**config.mk**
```make
export PLATFORM = sky130hd
export DESIGN_NAME = font_glyph_sequencer
export DESIGN_NICKNAME = d
export VERILOG_FILES = /design/src/rtl/font_pkg.sv /design/src/rtl/font_row_shifter.sv /design/src/rtl/font_glyph_sequencer.sv
export SDC_FILE = /design/constraint.sdc
export NUM_CORES = 1
export LEC_CHECK = 0
export BUFFER_PORTS_ARGS = -buffer_cell sky130_fd_sc_hd__buf_4
export CORE_UTILIZATION = 40
export DETAILED_ROUTE_END_ITERATION = 7
export GPL_TIMING_DRIVEN = 0
export HOLD_SLACK_MARGIN = 0.15
export PLACE_DENSITY = 0.61
export SKIP_CTS_REPAIR_TIMING = 1
export SLEW_MARGIN = 40
export SYNTH_ARGS = -nofsm -noshare
export SYNTH_HDL_FRONTEND = slang
export SYNTH_SLANG_ARGS = --single-unit
```
**constraint.sdc**
```tcl
create_clock -name clk -period 3.8 [get_ports clk]
set_input_delay 0.76 -clock clk [delete_from_list [all_inputs] [get_ports clk]]
set_output_delay 0.76 -clock clk [all_outputs]
set_load 0.1 [all_outputs]
```
**src/rtl/font_pkg.sv**
```systemverilog
// Shared constants, FSM encoding and bit helper for the font glyph sequencer.
package font_pkg;

   localparam int GLYPH_ROWS = 16;
   localparam int GLYPH_COLS = 16;
   localparam int ROM_AW     = 8;
   localparam int ROM_DW     = 16;
   localparam int CNT_W      = 4;
   localparam int GLYPH_W    = ROM_AW - CNT_W;

   typedef enum logic [1:0] {
      IDLE  = 2'd0,
      FETCH = 2'd1,
      SHIFT = 2'd2,
      DONE  = 2'd3
   } state_t;

   // Mirror a ROM word so that column 0 always sits in the MSB.
   function automatic logic [ROM_DW-1:0] bit_reverse(input logic [ROM_DW-1:0] d);
      logic [ROM_DW-1:0] r;
      for (int i = 0; i < ROM_DW; i++) begin
         r[i] = d[ROM_DW-1-i];
      end
      return r;
   endfunction

endpackage

```
**src/rtl/font_row_shifter.sv**
```systemverilog
// Row shift register: holds one font ROM row and presents one pixel per column.
module font_row_shifter
   import font_pkg::*;
#(
   parameter bit MSB_FIRST = 1'b1,
   parameter bit INVERT    = 1'b0
) (
   input  logic              clk,
   input  logic              rst_n,
   input  logic              load_i,
   input  logic              shift_i,
   input  logic [ROM_DW-1:0] data_i,
   output logic              pixel_o
);

   logic [ROM_DW-1:0] norm_d;
   logic [ROM_DW-1:0] row_q;
   logic              pixel_q;

   // Normalise ROM bit order so the next column is always taken from the MSB.
   always_comb begin
      norm_d = MSB_FIRST ? data_i : bit_reverse(data_i);
   end

   // Pixel is its own register so reset gives 0 regardless of INVERT.
   always_ff @(posedge clk or negedge rst_n) begin
      if (!rst_n) begin
         row_q   <= '0;
         pixel_q <= 1'b0;
      end else if (load_i) begin
         pixel_q <= norm_d[ROM_DW-1] ^ INVERT;
         row_q   <= {norm_d[ROM_DW-2:0], 1'b0};
      end else if (shift_i) begin
         pixel_q <= row_q[ROM_DW-1] ^ INVERT;
         row_q   <= {row_q[ROM_DW-2:0], 1'b0};
      end
   end

   assign pixel_o = pixel_q;

endmodule

```
**src/rtl/font_glyph_sequencer.sv**
```systemverilog
// Walks a 16x16 glyph row by row from a combinational font ROM and streams
// its pixels out over a valid/ready handshake.
//
//   state | meaning
//   IDLE  | waiting for start_i; glyph index latched on acceptance
//   FETCH | ROM address stable, row data loaded at the closing edge
//   SHIFT | pixel valid; advances one column per accepted pixel
//   DONE  | one-cycle completion pulse, then back to IDLE
module font_glyph_sequencer
   import font_pkg::*;
#(
   parameter bit MSB_FIRST = 1'b1,
   parameter bit INVERT    = 1'b0
) (
   input  logic               clk,
   input  logic               rst_n,
   input  logic               start_i,
   input  logic [GLYPH_W-1:0] glyph_i,
   input  logic               abort_i,
   output logic               busy_o,
   output logic [ROM_AW-1:0]  rom_address_o,
   input  logic [ROM_DW-1:0]  rom_data_i,
   output logic               pix_valid_o,
   input  logic               pix_ready_i,
   output logic               pixel_o,
   output logic [CNT_W-1:0]   pix_x_o,
   output logic [CNT_W-1:0]   pix_y_o,
   output logic               done_o
);

   localparam logic [CNT_W-1:0] LAST = CNT_W'(GLYPH_COLS - 1);

   state_t              state_q;
   logic [GLYPH_W-1:0]  glyph_q;
   logic [CNT_W-1:0]    row_q;
   logic [CNT_W-1:0]    col_q;
   logic [CNT_W-1:0]    row_nxt;
   logic [ROM_AW-1:0]   rom_addr_q;
   logic                busy_q;
   logic                pix_valid_q;
   logic                done_q;
   logic                load_row;
   logic                shift_en;

   assign row_nxt  = row_q + 4'd1;
   assign load_row = (state_q == FETCH) && !abort_i;
   assign shift_en = (state_q == SHIFT) && pix_ready_i && !abort_i;

   // Sequencer FSM with registered outputs; abort overrides every transition.
   always_ff @(posedge clk or negedge rst_n) begin
      if (!rst_n) begin
         state_q     <= IDLE;
         glyph_q     <= '0;
         row_q       <= '0;
         col_q       <= '0;
         rom_addr_q  <= '0;
         busy_q      <= 1'b0;
         pix_valid_q <= 1'b0;
         done_q      <= 1'b0;
      end else begin
         done_q <= 1'b0;
         if (abort_i) begin
            state_q     <= IDLE;
            busy_q      <= 1'b0;
            pix_valid_q <= 1'b0;
         end else begin
            case (state_q)
               IDLE: begin
                  if (start_i) begin
                     glyph_q    <= glyph_i;
                     row_q      <= '0;
                     rom_addr_q <= {glyph_i, 4'h0};
                     busy_q     <= 1'b1;
                     state_q    <= FETCH;
                  end
               end
               FETCH: begin
                  col_q       <= '0;
                  pix_valid_q <= 1'b1;
                  state_q     <= SHIFT;
               end
               SHIFT: begin
                  if (pix_ready_i) begin
                     if (col_q == LAST) begin
                        pix_valid_q <= 1'b0;
                        if (row_q == LAST) begin
                           row_q   <= '0;
                           col_q   <= '0;
                           done_q  <= 1'b1;
                           state_q <= DONE;
                        end else begin
                           row_q      <= row_nxt;
                           rom_addr_q <= {glyph_q, row_nxt};
                           state_q    <= FETCH;
                        end
                     end else begin
                        col_q <= col_q + 4'd1;
                     end
                  end
               end
               DONE: begin
                  busy_q  <= 1'b0;
                  state_q <= IDLE;
               end
               default: begin
                  busy_q  <= 1'b0;
                  state_q <= IDLE;
               end
            endcase
         end
      end
   end

   font_row_shifter #(
      .MSB_FIRST (MSB_FIRST),
      .INVERT    (INVERT)
   ) u_shifter (
      .clk     (clk),
      .rst_n   (rst_n),
      .load_i  (load_row),
      .shift_i (shift_en),
      .data_i  (rom_data_i),
      .pixel_o (pixel_o)
   );

   assign busy_o        = busy_q;
   assign rom_address_o = rom_addr_q;
   assign pix_valid_o   = pix_valid_q;
   assign pix_x_o       = col_q;
   assign pix_y_o       = row_q;
   assign done_o        = done_q;

endmodule

```
### Word-level counts from Yosys, hierarchy flattened

Index checks and enable logic that the tools add are counted.

* flip-flop bits (word level): 42
* bits of input ports: 25
* output and inout port bits: 20
* word-level logic and storage cells: 79

* $add $sub $neg: 2
* equal/unequal tests: 13
* mux-type cells: 36
* bitwise logic cells: 1
* reductions and logical operators: 17

Operators with widths (count)
* $mux W16: 2
* $mux W8: 4
* $mux W4: 7
* $pmux W4 S2: 2
* $pmux W8 S2: 1
* $mux W1: 12
* $mux W2: 5
* $reduce_and A3 Y1: 3
* $add A4 B1 Y4 const B: 2
* $eq A4 B4 Y1 const B: 2
* $pmux W2 S4: 1
* $ne A2 B2 Y1 const B: 3
* $ne A3 B2 Y1 const B: 2
* $ne A3 B3 Y1 const B: 2
* $reduce_and A6 Y1: 1
* $reduce_bool A2 Y1: 3
* $reduce_bool A3 Y1: 2
* $reduce_and A5 Y1: 1
* $eq A2 B2 Y1 const B: 2
* $pmux W1 S2: 2
* $reduce_and A4 Y1: 1
* $logic_and A1 B1 Y1: 3
* $eq A2 B1 Y1 const B: 1
* $logic_not A2 Y1: 1
* other kinds (4): 4

### Depth between registers and ports, before layout

* depth after elaboration: 6
* depth in mapped cells: 9
* gate-level depth less buffers: 6

### Hierarchy

A second synthesis with hierarchy kept.

* cells, all modules: 215
* area, all modules: 2135.8 um^2

By module, submodules not included
* font_glyph_sequencer: instances 1, cells an instance 146, area each 1393.8 um^2, seq. area each 625.6 um^2
* font_row_shifter: instances 1, cells an instance 69, area each 742.0 um^2, seq. area each 400.4 um^2

### Worst setup path after synthesis

OpenSTA, ideal clock, no wires.

* path kind: reg-to-reg
* start: reg col_q[0], in the netlist pix_x_o[0]
* end: reg rom_addr_q[3], in the netlist rom_address_o[3]
* library setup time: 125 ps
* arrival time: 2314 ps
* data required time: 3675 ps
* slack: 1360 ps
* stages on the path, launching flop included: 6
* buffers on the path: 0
* clock period less this slack: 2440 ps
* cell sequence: dfrtp_1 -> ha_1 -> nand4_2 -> a2111oi_4 -> nand2_2 -> mux2_4

* cells in the longest elaborated chain, start to end: 3

RTL lines
* start, declared: RTL line font_glyph_sequencer.sv:36 `logic [CNT_W-1:0] col_q;`
* start signal, assigned: RTL line font_glyph_sequencer.sv:97 `col_q <= col_q + 4'd1;`
* $eq A4 B4 Y1: RTL line font_glyph_sequencer.sv:84 `if (col_q == LAST) begin`
* $ne A2 B1 Y1 (no source line)
* $reduce_and A6 Y1 (no source line)
* end signal, assigned: RTL line font_glyph_sequencer.sv:72 `rom_addr_q <= {glyph_i, 4'h0};`
* end signal, assigned: RTL line font_glyph_sequencer.sv:93 `rom_addr_q <= {glyph_q, row_nxt};`
* end, declared: RTL line font_glyph_sequencer.sv:38 `logic [ROM_AW-1:0] rom_addr_q;`

No other way between the ends.
A chain may end at the register's enable or synchronous reset.

### Worst setup path in the final report

* start: reg state_q[0]
* end: reg rom_addr_q[3], in the netlist rom_address_o[3]

* cells in the longest elaborated chain, start to end: 3
* elaborated cells on any way between the ends: 9
* classes of those cells: eq/ne: 5; mux: 1; reduce/logical: 3

RTL lines
* start, declared: RTL line font_glyph_sequencer.sv:33 `state_t state_q;`
* start signal, assigned: RTL line font_glyph_sequencer.sv:52 `state_q <= IDLE;`
* start signal, assigned: RTL line font_glyph_sequencer.sv:63 `state_q <= IDLE;`
* start signal, assigned: RTL line font_glyph_sequencer.sv:74 `state_q <= FETCH;`
* $eq A2 B2 Y1 or $logic_not A2 Y1 (tied branches): RTL line font_glyph_sequencer.sv:67 `case (state_q)`
* $ne A2 B2 Y1 (no source line), or another cell as far along
* $reduce_and A6 Y1 (no source line)

Several ways; a longest one is shown, not always the timed one.

==> metrics.txt <==
RSZ-0062 raised after global routing=false; Post-Route WL=~4400 um; I/O Pins=between 40 and 50; initial core utilization=between 40% and 50%; CP max stage cell=a2111oi_4; achievable frequency=479 MHz; Max Cap Viol=0; final period utilization=55.0%; Final Instance Area=about 2700 um2; drt first-iter violations=29; Final Hold Fails=0; Clock Pin Slew Worst Setup and Hold Paths=approximately 0.080 ns; CP Depth=6; CTS Root Cell=clkbuf_8; Die Y=between 70 and 80 um; Post-DP Area=2590 um2; routed len/inst=around 13 um; Clock Tree Buf Depth=2; area delta synth->final=24.1%; ys async rst share=100%; Die Wd=75.6 um; via count=between 1500 and 2000; Layout Nets=just under 300; sequential area share after synthesis=47.3%; Synth Instances=between 200 and 250; Worst path max stage delay=around 0.47 ns; Worst Setup End Kind=flop; worst slew pin tran=approximately 0.5 ns; CTS buffer count=5; TritonCTS clock tree=built; global-route wire length before repair=between 7000 and 8000 um; layout cells sized above 1=between 20 and 30%; worst hold path type=input pin to asynchronous set/reset pin; Cell variety after synth=45; critical-path cell list=inv_1 -> ha_1 -> nor2b_1 -> a2111oi_4 -> nand2_2 -> mux2_4; area leader, netlist=dfrtp_1; Worst Setup Path Type=flop to flop; Avg Vias per Cell=between 5 and 6; clock skew=between 0.008 and 0.009 ns; max-slew violation count=0; YS warnings=0; crit path DAT=around 2.3 ns; worst relative slew slack=between 60% and 70%; initial antenna violation count=0; ys flop type=dfrtp_1; register bit total from synthesis=slightly above 40; Tmin final=2.09 ns; family with the most delay on the worst path=compound AO/OA/AOI/OAI gates; Leakage=between 1 and 1.5 nW; Netlist Area Pre-Place=approximately 2200 um2; clk sinks=41; H-tree Lvls=2; IO buf count=44; Clock Latency Late Sink=between 0.2 and 0.3 ns; setup TNS=0 ns; vias in the first global route=between 1500 and 2000; Inst Count DP=between 300 and 400; CP Max Fanout=5; synth top area cells=dfrtp_1 (47%), mux2i_1 (11%), o21ai_1 (4.2%), ha_1 (4.0%), nand2_1 (3.8%); Post-DRT Antenna Nets=0; global route overflow=0; Final GP Congestion=approximately 0.77; Bufs and invs on worst path=1; overall routing resource usage=between 15 and 20%; die area=approximately 5700 um2; number of setup violations in the final report=0; status=completed; HPWL Detailed=between 3000 and 4000 um; Post-synth EDFFs=0; Syn Area/Cell=~11 um2; Syn Nets=238; CP Launch Type=flop; cell area power density=around 710 nW/um2; Synth top area share=between 40 and 50%; DR pass1 iterations=6; Final Non-Filler Cells=approximately 330; Core Rows=26; r2r worst-path depth=6; residual DRC count=0; WP data required=3.98 ns; Core ar.=between 5000 and 6000 um2; n_diodes=0; largest net degree at the start of global routing=42; Max VDD drop=~0.00031 V
-- worst reg2reg max path, delay by kind of cell, from the launching register on --
kind	cells	cell delay, ns
compound gates	1	0.47
flops	1	0.45
mux	1	0.31
simple gates	2	0.36
buf+inv	1	0.11
fa+ha+maj	1	0.29
-- path summary, 6_finish.rpt --
kind | to | slack (ns) | from
worst max-delay path | rom_address_o[3]$_DFFE_PN0P_ | 1.71 | state_q[0]$_DFFE_PN0P_
worst min-delay path | pix_x_o[3]$_DFFE_PN0P_ | 0.44 | rst_n
worst max register to register | rom_address_o[3]$_DFFE_PN0P_ | 1.71 | state_q[0]$_DFFE_PN0P_
worst min register to register | rom_address_o[1]$_DFFE_PN0P_ | 0.49 | rom_address_o[1]$_DFFE_PN0P_
max in group asynchronous | rom_address_o[0]$_DFFE_PN0P_ | 3.01 | rst_n
min in group clk | rom_address_o[1]$_DFFE_PN0P_ | 0.49 | rom_address_o[1]$_DFFE_PN0P_
-- power by group --
group	leakage (nW)	switching [mW]	total, mW	internal [mW]
logic	0.750	0.601	0.898	0.297
registers	0.525	0.0878	0.671	0.583
clock network	0.0540	0.148	0.339	0.191
total	1.33	0.836	1.91	1.07
-- layout make-up --
cell class | count | area [um2]
Tap cell | 70 | 87.6
Buffer | 11 | 71.3
Clock inverter | 2 | 35.0
Fill cell | 488 | 2480
Clock buffer | 5 | 68.8
Multi-Input combinational cell | 144 | 1030
Timing Repair Buffer | 44 | 330
Inverter | 10 | 37.5
Sequential cell | 41 | 1030
-- layout by cell type (no fill, tap or decap), drive strengths merged, types with 2 or more instances in the layout --
master  Yosys  final
buf         5     49
dfrtp      41     41
mux2i      23     23
nand2      23     23
o21ai      22     22
clkbuf      6     11
inv        10     10
nand3       7      7
a21oi       7      7
ha          7      7
mux2        5      5
nor2b       5      5
nor2        4      4
a31oi       4      4
nand4       4      4
nor3        3      3
o22ai       3      3
or3         2      2
a21bo       2      2
a211oi      2      2
xnor2       2      2
or2         2      2
a21o        2      2
nand2b      2      2
and3        2      2
-- logic make-up after synthesis --
kind of cell / Yosys count / synth area share [%]
compound gates: 49 / 14.7
xor+xnor: 3 / 1.21
fa+ha+maj: 7 / 4.04
buf+inv: 21 / 5.02
flops: 41 / 47.3
mux: 28 / 13.4
simple gates: 57 / 14.4
-- through the flow --
stage	setup WS (ns)	power (mW)	util [%]	hold slack [ns]
6_report	1.71	1.91	52.0	0.437
5_1_grt	1.56	2.03	52.0	0.475
4_1_cts	1.70	1.93	52.0	0.456
3_5_place_dp	1.64	1.59	50.0	0.473
3_3_place_gp	1.63	1.58	50.0	0.469
2_1_floorplan	1.36	1.38	-	0.464
-- registers in the layout, summed over array words and instances, names as in the netlist --
name and count:
rom_address_o 8, done_o 1, pix_y_o 4, u_shifter.pixel_o 1
state_q 2, busy_o 1, pix_x_o 4, u_shifter.row_q 15
glyph_q 4, pix_valid_o 1
-- cells in the mapped netlist, drive strengths merged (5+ instances only) --
library cell and count:
buf 5, mux2 5, a21oi 7, mux2i 23, o21ai 22, clkbuf 6
nand2 23, inv 10, ha 7, nor2b 5, nand3 7, dfrtp 41
-- per-layer routing --
metal	vias to the layer above	GRT usage, %	part of all wire [%]
li1	833	-	-
met1	780	22.2	49
met2	35	27.9	45
met3	6	5.42	4.8
met4	0	4.94	1.1
met5	-	0	0
Power figures use the tool's default switching activity.
